--- src/rtl/ctrl_pkg.sv ---
// rtl/ctrl_pkg.sv - shared states, opcodes and ALU functions for the multicycle controller
package ctrl_pkg;

    typedef enum logic [2:0] {
        ST_IDLE,
        ST_FETCH,
        ST_DECODE,
        ST_EXEC,
        ST_MEM,
        ST_WB,
        ST_HALTED
    } state_t;

    localparam logic [5:0] OP_ALU  = 6'h00;
    localparam logic [5:0] OP_ADDI = 6'h01;
    localparam logic [5:0] OP_LW   = 6'h02;
    localparam logic [5:0] OP_SW   = 6'h03;
    localparam logic [5:0] OP_BEQ  = 6'h04;
    localparam logic [5:0] OP_JMP  = 6'h05;
    localparam logic [5:0] OP_HALT = 6'h3F;

    localparam logic [3:0] ALU_ADD = 4'h0;
    localparam logic [3:0] ALU_SUB = 4'h1;

endpackage

--- src/rtl/ctrl_decode.sv ---
// rtl/ctrl_decode.sv - combinational opcode classifier
module ctrl_decode
    import ctrl_pkg::*;
#(
    parameter int OPW = 6
) (
    input  logic [OPW-1:0] i_opcode,
    output logic           o_is_alu,
    output logic           o_is_addi,
    output logic           o_is_lw,
    output logic           o_is_sw,
    output logic           o_is_beq,
    output logic           o_is_jmp,
    output logic           o_is_halt,
    output logic           o_is_illegal
);

    assign o_is_alu     = (i_opcode == OPW'(OP_ALU));
    assign o_is_addi    = (i_opcode == OPW'(OP_ADDI));
    assign o_is_lw      = (i_opcode == OPW'(OP_LW));
    assign o_is_sw      = (i_opcode == OPW'(OP_SW));
    assign o_is_beq     = (i_opcode == OPW'(OP_BEQ));
    assign o_is_jmp     = (i_opcode == OPW'(OP_JMP));
    assign o_is_halt    = (i_opcode == OPW'(OP_HALT));
    assign o_is_illegal = ~(o_is_alu | o_is_addi | o_is_lw | o_is_sw |
                            o_is_beq | o_is_jmp | o_is_halt);

endmodule

--- src/rtl/multicycle_ctrl.sv ---
// rtl/multicycle_ctrl.sv - multi-cycle control unit: PC, IR, fetch handshake and sequencing
module multicycle_ctrl
    import ctrl_pkg::*;
#(
    parameter logic [31:0] RESET_PC = 32'h0000_0000,
    parameter int          OPW      = 6
) (
    input  logic        clk,
    input  logic        rst_n,
    input  logic        start,
    output logic        imem_req,
    output logic [31:0] imem_addr,
    input  logic        imem_ack,
    input  logic [31:0] imem_rdata,
    output logic        sel_ext,
    output logic [15:0] imm16,
    output logic [25:0] imm26,
    input  logic [31:0] imm_ext,
    input  logic        alu_zero,
    output logic [3:0]  alu_op,
    output logic        alu_src_imm,
    output logic        rf_we,
    output logic        mem_to_reg,
    output logic        dmem_req,
    output logic        dmem_we,
    input  logic        dmem_ack,
    output logic [31:0] pc,
    output logic [31:0] ir,
    output logic        halted,
    output logic        illegal
);

    state_t      r_state;
    state_t      w_state_nxt;
    logic [31:0] r_pc;
    logic [31:0] w_pc_nxt;
    logic [31:0] w_pc_inc;
    logic [31:0] r_ir;
    logic        r_illegal;
    logic        w_ir_load;
    logic        w_set_illegal;

    logic w_is_alu;
    logic w_is_addi;
    logic w_is_lw;
    logic w_is_sw;
    logic w_is_beq;
    logic w_is_jmp;
    logic w_is_halt;
    logic w_is_illegal;

    ctrl_decode #(
        .OPW (OPW)
    ) u_decode (
        .i_opcode     (r_ir[31:32-OPW]),
        .o_is_alu     (w_is_alu),
        .o_is_addi    (w_is_addi),
        .o_is_lw      (w_is_lw),
        .o_is_sw      (w_is_sw),
        .o_is_beq     (w_is_beq),
        .o_is_jmp     (w_is_jmp),
        .o_is_halt    (w_is_halt),
        .o_is_illegal (w_is_illegal)
    );

    assign w_pc_inc = r_pc + 32'd1;

    always_ff @(posedge clk) begin
        if (!rst_n) begin
            r_state   <= ST_IDLE;
            r_pc      <= RESET_PC;
            r_ir      <= 32'h0;
            r_illegal <= 1'b0;
        end else begin
            r_state <= w_state_nxt;
            r_pc    <= w_pc_nxt;
            if (w_ir_load) begin
                r_ir <= imem_rdata;
            end
            if (w_set_illegal) begin
                r_illegal <= 1'b1;
            end
        end
    end

    always_comb begin
        w_state_nxt   = r_state;
        w_pc_nxt      = r_pc;
        w_ir_load     = 1'b0;
        w_set_illegal = 1'b0;
        case (r_state)
            ST_IDLE: begin
                if (start) begin
                    w_state_nxt = ST_FETCH;
                end
            end
            ST_FETCH: begin
                if (imem_ack) begin
                    w_ir_load   = 1'b1;
                    w_state_nxt = ST_DECODE;
                end
            end
            ST_DECODE: begin
                if (w_is_jmp) begin
                    w_pc_nxt    = imm_ext;
                    w_state_nxt = ST_FETCH;
                end else if (w_is_halt) begin
                    w_state_nxt = ST_HALTED;
                end else if (w_is_illegal) begin
                    w_set_illegal = 1'b1;
                    w_state_nxt   = ST_HALTED;
                end else begin
                    w_state_nxt = ST_EXEC;
                end
            end
            ST_EXEC: begin
                if (w_is_alu || w_is_addi) begin
                    w_state_nxt = ST_WB;
                end else if (w_is_lw || w_is_sw) begin
                    w_state_nxt = ST_MEM;
                end else begin
                    // Only BEQ reaches here; offset is zero-extended so branches go forward only.
                    w_pc_nxt    = alu_zero ? (w_pc_inc + imm_ext) : w_pc_inc;
                    w_state_nxt = ST_FETCH;
                end
            end
            ST_MEM: begin
                if (dmem_ack) begin
                    if (w_is_lw) begin
                        w_state_nxt = ST_WB;
                    end else begin
                        w_pc_nxt    = w_pc_inc;
                        w_state_nxt = ST_FETCH;
                    end
                end
            end
            ST_WB: begin
                w_pc_nxt    = w_pc_inc;
                w_state_nxt = ST_FETCH;
            end
            ST_HALTED: begin
                w_state_nxt = ST_HALTED;
            end
            default: begin
                w_state_nxt = ST_IDLE;
            end
        endcase
    end

    // ALU controls follow ir so they stay stable through EXEC, MEM and WB.
    always_comb begin
        alu_op = ALU_ADD;
        if (w_is_alu) begin
            alu_op = r_ir[3:0];
        end else if (w_is_beq) begin
            alu_op = ALU_SUB;
        end
    end

    assign imem_req    = (r_state == ST_FETCH);
    assign imem_addr   = r_pc;
    assign sel_ext     = w_is_jmp;
    assign imm16       = r_ir[15:0];
    assign imm26       = r_ir[25:0];
    assign alu_src_imm = w_is_addi | w_is_lw | w_is_sw;
    assign rf_we       = (r_state == ST_WB);
    assign mem_to_reg  = w_is_lw;
    assign dmem_req    = (r_state == ST_MEM);
    assign dmem_we     = (r_state == ST_MEM) & w_is_sw;
    assign pc          = r_pc;
    assign ir          = r_ir;
    assign halted      = (r_state == ST_HALTED);
    assign illegal     = r_illegal;

endmodule

--- config.mk ---
export PLATFORM = sky130hd
export DESIGN_NAME = multicycle_ctrl
export DESIGN_NICKNAME = d
export VERILOG_FILES = /design/src/rtl/ctrl_pkg.sv /design/src/rtl/ctrl_decode.sv /design/src/rtl/multicycle_ctrl.sv
export SDC_FILE = /design/constraint.sdc
export NUM_CORES = 1
export LEC_CHECK = 0
export ABC_AREA = 1
export BUFFER_PORTS_ARGS = -buffer_cell sky130_fd_sc_hd__clkbuf_2
export CAP_MARGIN = 20
export CELL_PAD_IN_SITES_DETAIL_PLACEMENT = 1
export CELL_PAD_IN_SITES_GLOBAL_PLACEMENT = 2
export CORE_MARGIN = 2
export CORE_UTILIZATION = 26
export DETAILED_ROUTE_END_ITERATION = 10
export GPL_TIMING_DRIVEN = 1
export MAX_ROUTING_LAYER = met4
export PLACE_DENSITY = 0.87
export SYNTH_ARGS = -nofsm -noshare
export SYNTH_HDL_FRONTEND = slang
export SYNTH_SLANG_ARGS = --single-unit
--- constraint.sdc ---
create_clock -name clk -period 3.4 [get_ports clk]
set_input_delay 0.68 -clock clk [delete_from_list [all_inputs] [get_ports clk]]
set_output_delay 0.68 -clock clk [all_outputs]
set_load 0.1 [all_outputs]
==> metrics <==
synthesis-stage register bit count=68; endpoint of the lowest-slack register-to-register path=imem_addr[29]$_SDFFE_PN0P_; dpl ws=0.0150 ns; slowest cell on the critical path=sky130_fd_sc_hd__dfxtp_1; amount of wire on met3 after detailed routing=1160 um; commonest non-fill, non-tap cell in the layout=sky130_fd_sc_hd__nand2_1; Pwr Total=9.26 mW; leading cell types in the layout, fill and taps excluded=336 x sky130_fd_sc_hd__nand2_1, 220 x sky130_fd_sc_hd__clkbuf_2, 182 x sky130_fd_sc_hd__inv_1; final antenna diode count=0; hold path start=ir[2]$_SDFFE_PN0P_; share of synthesized cell area in full adder, half adder and majority cells=0.0741; worst hold path cell count=2; Sw Share=0.690; number of setup violations in the final report=0; count of max-cap constraint violations=0; count of endpoints failing hold in the final timing report=0; sum of overflow across all layers after global routing=0; number of inserted filler cells in the final layout=3671; layout-stage area growth over the synthesis result=23.2%; cell area after synthesis=7200 um^2; Setup crit start=imem_addr[21]$_SDFFE_PN0P_; result of the run=finished clean; input/output buffers=220; post-route cell area=8870 um^2; flop-to-flop setup slack=0.21 ns; first-pass iteration count of the detailed router=5; post-synthesis share of cell area spent on and, or, nand and nor gates=0.356; ratio of cells with drive above 1 in the final layout=0.231; wire length per cell after detailed routing=17.4 um; CTS sink cnt=68; clock slew at reported path FFs=0.07 ns; CP Capture Type=register; area occupied by registers=1370 um^2; Worst slew margin=0.390; y dimension of the die=170 um; cells traversed along the worst timing path=nand2_1 > inv_1 > nand3_1 > nor3_1 > nand3_1 > nand2_1 > inv_1 > ha_1 > nand2_1 > nor2_1 > inv_1 > nor3_2 > nand3_1 > nand3_1 > nand3_1 > nand2_1 > a21oi_1; Synth cell types=38; Clock Power Share=0.108; core region area=27100 um^2; compound-cell area share of the yosys netlist=0.156; Pwr Density=1040 nW/um^2; post-synthesis mux area share=0; number of warnings reported in the yosys synthesis log=0; FP Rows=60; startpoint kind of the worst setup timing path=register; initial antenna violation count=0; Leakage=4.97 nW; Comb pwr share=0.741; total clock buffers created by CTS=9; number of ports placed on the die boundary=221; routability congestion estimate=0.921; initial core utilization=0.266; minimum period implied by the final worst setup slack=3.19 ns; first-pass GRT wire length=48500 um; cell total after placement=1791; main combinational cell family by area after synthesis=simple AND/OR/NAND/NOR gates; H-tree depth=3; most prevalent standard cell on the critical path=sky130_fd_sc_hd__nand3_1; sum of negative setup slack=0 ns; max-slew violations=0; half-perimeter wire length of the detailed placement result=25300 um; final cell count without fillers=1808; clk_lat worst skew=0.35 ns; maximum count of clock buffers along a single path=2; critical setup path kind=register to register; dpl cell area=8440 um^2; cell internal pwr=2.87 mW; IR drop worst, VDD=0.612 mV; worst min-delay path endpoint=ir[2]$_SDFFE_PN0P_; first-iteration detailed-routing DRC count=455; class of the most critical hold timing path=register to register; count of nets after finishing=1543; via count normalized by instance count=4.73; total wire length after detailed routing=31400 um; Worst Max-Slew Pin Slew=0.914 ns; Highest Signal Layer=met4; net switching power=6.39 mW; category of cells accounting for the largest share of critical-path delay=simple AND/OR/NAND/NOR gates; DRC=0; clock tree from TritonCTS=done; wl on met1=14600 um; mean instance size in the synthesized netlist=5.71 um^2; Arr. time, crit path=3.43 ns; met2 wirelength from detailed routing=15000 um; number of buffer and inverter instances along the worst setup path=3; number of global-route vias before repair=8807; delay of the slowest critical-path stage=0.52 ns; maximum number of pins on one net before global-route repair=44; net count after synthesis=1372; beginning of the worst register-to-register path=imem_addr[21]$_SDFFE_PN0P_; count of nets left with antenna violations after detail routing=0; die outline area=29000 um^2; Max Clock Skew=0.0128 ns; number of hold buffers added after CTS=0; register area share after synthesis=0.189; Reg power frac=0.151; final critical-path setup slack=0.206 ns; Total GRT Usage=0.223; Syn Inst Count=1260; Final Cycle Share=0.939; chip width=170 um; critical path fanouts, max=7; number of vias in the routed layout=8560; worst r2r path cells=17; max frequency=313 MHz; xor and xnor fraction of the mapped netlist area=0.0292; multi-input combinational cell area=4550 um^2; data required time at the worst endpoint=3.63 ns; cell chosen for the clock root=sky130_fd_sc_hd__clkbuf_16
-- timing repair --
item	4_1_cts	5_1_grt
buffers inserted	0	1
gates resized for setup	0	34
setup endpoints to repair	0	18
-- routing by layer --
metal	track usage	up-vias
met4	0.0617	0
li1	-	4257
met5	-	-
met3	0.0277	49
met2	0.369	176
met1	0.286	4078
-- how the worst max path moves through the flow --
stage | endpoint | slack, ns | cells after the start
6_report | imem_addr[29]$_SDFFE_PN0P_ | 0.21 | 17
5_1_grt | imem_addr[30]$_SDFFE_PN0P_ | -0.008 | 21
4_1_cts | imem_addr[29]$_SDFFE_PN0P_ | 0.06 | 15
3_5_place_dp | imem_addr[21]$_SDFFE_PN0P_ | 0.02 | 15
3_3_place_gp | imem_addr[29]$_SDFFE_PN0P_ | 0.10 | 15
2_1_floorplan | imem_addr[30]$_SDFFE_PN0P_ | 0.02 | 16
-- worst min-delay path, stage by stage (launching register included) --
cell	delay, ns
sky130_fd_sc_hd__dfxtp_1	0.33
sky130_fd_sc_hd__inv_1	0.07
sky130_fd_sc_hd__a21oi_1	0.05
-- cell families after synthesis --
group                      count (synthesis)
and+or+nand+nor                          623
adders and majority gates                 42
DFF                                       68
AOI/OAI and AO/OA                        207
buffers and inverters                    296
xor gates and xnor gates                  24
-- power groups by stage --
stage	clock network [mW]	logic, mW	registers, mW
after floorplan	0	4.14	2.87
after global placement	0	6.76	1.39
after detailed placement	0	6.81	1.40
after CTS	1.03	6.83	1.39
after global routing	1.06	7.29	1.44
final	1.00	6.86	1.40
-- cell usage after synthesis --
cell	n	share of area
sky130_fd_sc_hd__nand2_1	339	0.18
sky130_fd_sc_hd__inv_1	182	0.095
sky130_fd_sc_hd__nor2_1	153	0.080
sky130_fd_sc_hd__nand3_1	83	0.058
sky130_fd_sc_hd__a21oi_1	82	0.057
sky130_fd_sc_hd__buf_4	76	0.079
sky130_fd_sc_hd__o21ai_0	74	0.051
sky130_fd_sc_hd__dfxtp_1	68	0.19
sky130_fd_sc_hd__ha_1	41	0.071
sky130_fd_sc_hd__clkbuf_1	28	0.015
sky130_fd_sc_hd__nor3_1	16	0.011
sky130_fd_sc_hd__o21ai_1	15	0.010
sky130_fd_sc_hd__xor2_1	13	0.016
sky130_fd_sc_hd__nand4_1	11	0.0096
sky130_fd_sc_hd__xnor2_1	11	0.013
sky130_fd_sc_hd__o211ai_1	10	0.010
sky130_fd_sc_hd__a211oi_1	6	0.0063
sky130_fd_sc_hd__o21bai_1	6	0.0063
sky130_fd_sc_hd__a31oi_1	5	0.0043
sky130_fd_sc_hd__and2_1	5	0.0043
sky130_fd_sc_hd__inv_2	5	0.0026
sky130_fd_sc_hd__nor2_2	4	0.0035
sky130_fd_sc_hd__or2_2	4	0.0035
sky130_fd_sc_hd__a21boi_0	3	0.0031
sky130_fd_sc_hd__buf_2	3	0.0021
sky130_fd_sc_hd__a21o_1	2	0.0021
sky130_fd_sc_hd__nor3b_1	2	0.0021
sky130_fd_sc_hd__nor4_1	2	0.0017
sky130_fd_sc_hd__o221ai_1	2	0.0024
sky130_fd_sc_hd__a22o_1	1	0.0012
sky130_fd_sc_hd__and3_1	1	0.00087
sky130_fd_sc_hd__buf_6	1	0.0016
sky130_fd_sc_hd__clkinv_1	1	0.00052
sky130_fd_sc_hd__fa_1	1	0.0028
sky130_fd_sc_hd__nand3_2	1	0.0014
sky130_fd_sc_hd__nand3b_1	1	0.0010
sky130_fd_sc_hd__nor3_4	1	0.0023
sky130_fd_sc_hd__o2bb2ai_1	1	0.0012
-- registers in the layout, indices dropped and copies added, names as in the netlist --
name and cells:
illegal 1, r_state 3, ir 32, imem_addr 32
-- final cells by class --
| type | instances | share of cell area |
|---|---|---|
| multi-input cells | 896 | 0.514 |
| repair buffers | 268 | 0.166 |
| flip-flops and latches | 68 | 0.155 |
| inverters | 188 | 0.0796 |
| well taps | 372 | 0.0525 |
| clock buffers | 9 | 0.0254 |
| clock inverters | 7 | 0.00847 |
-- metrics by stage --
step / util / hold slack [ns]
floorplan: - / 0.690
global placement: 0.311 / 0.480
global route: 0.327 / 0.535
finish: 0.327 / 0.504
detailed placement: 0.311 / 0.502
CTS: 0.322 / 0.512
Note: power is estimated with default switching activity, not from simulation.
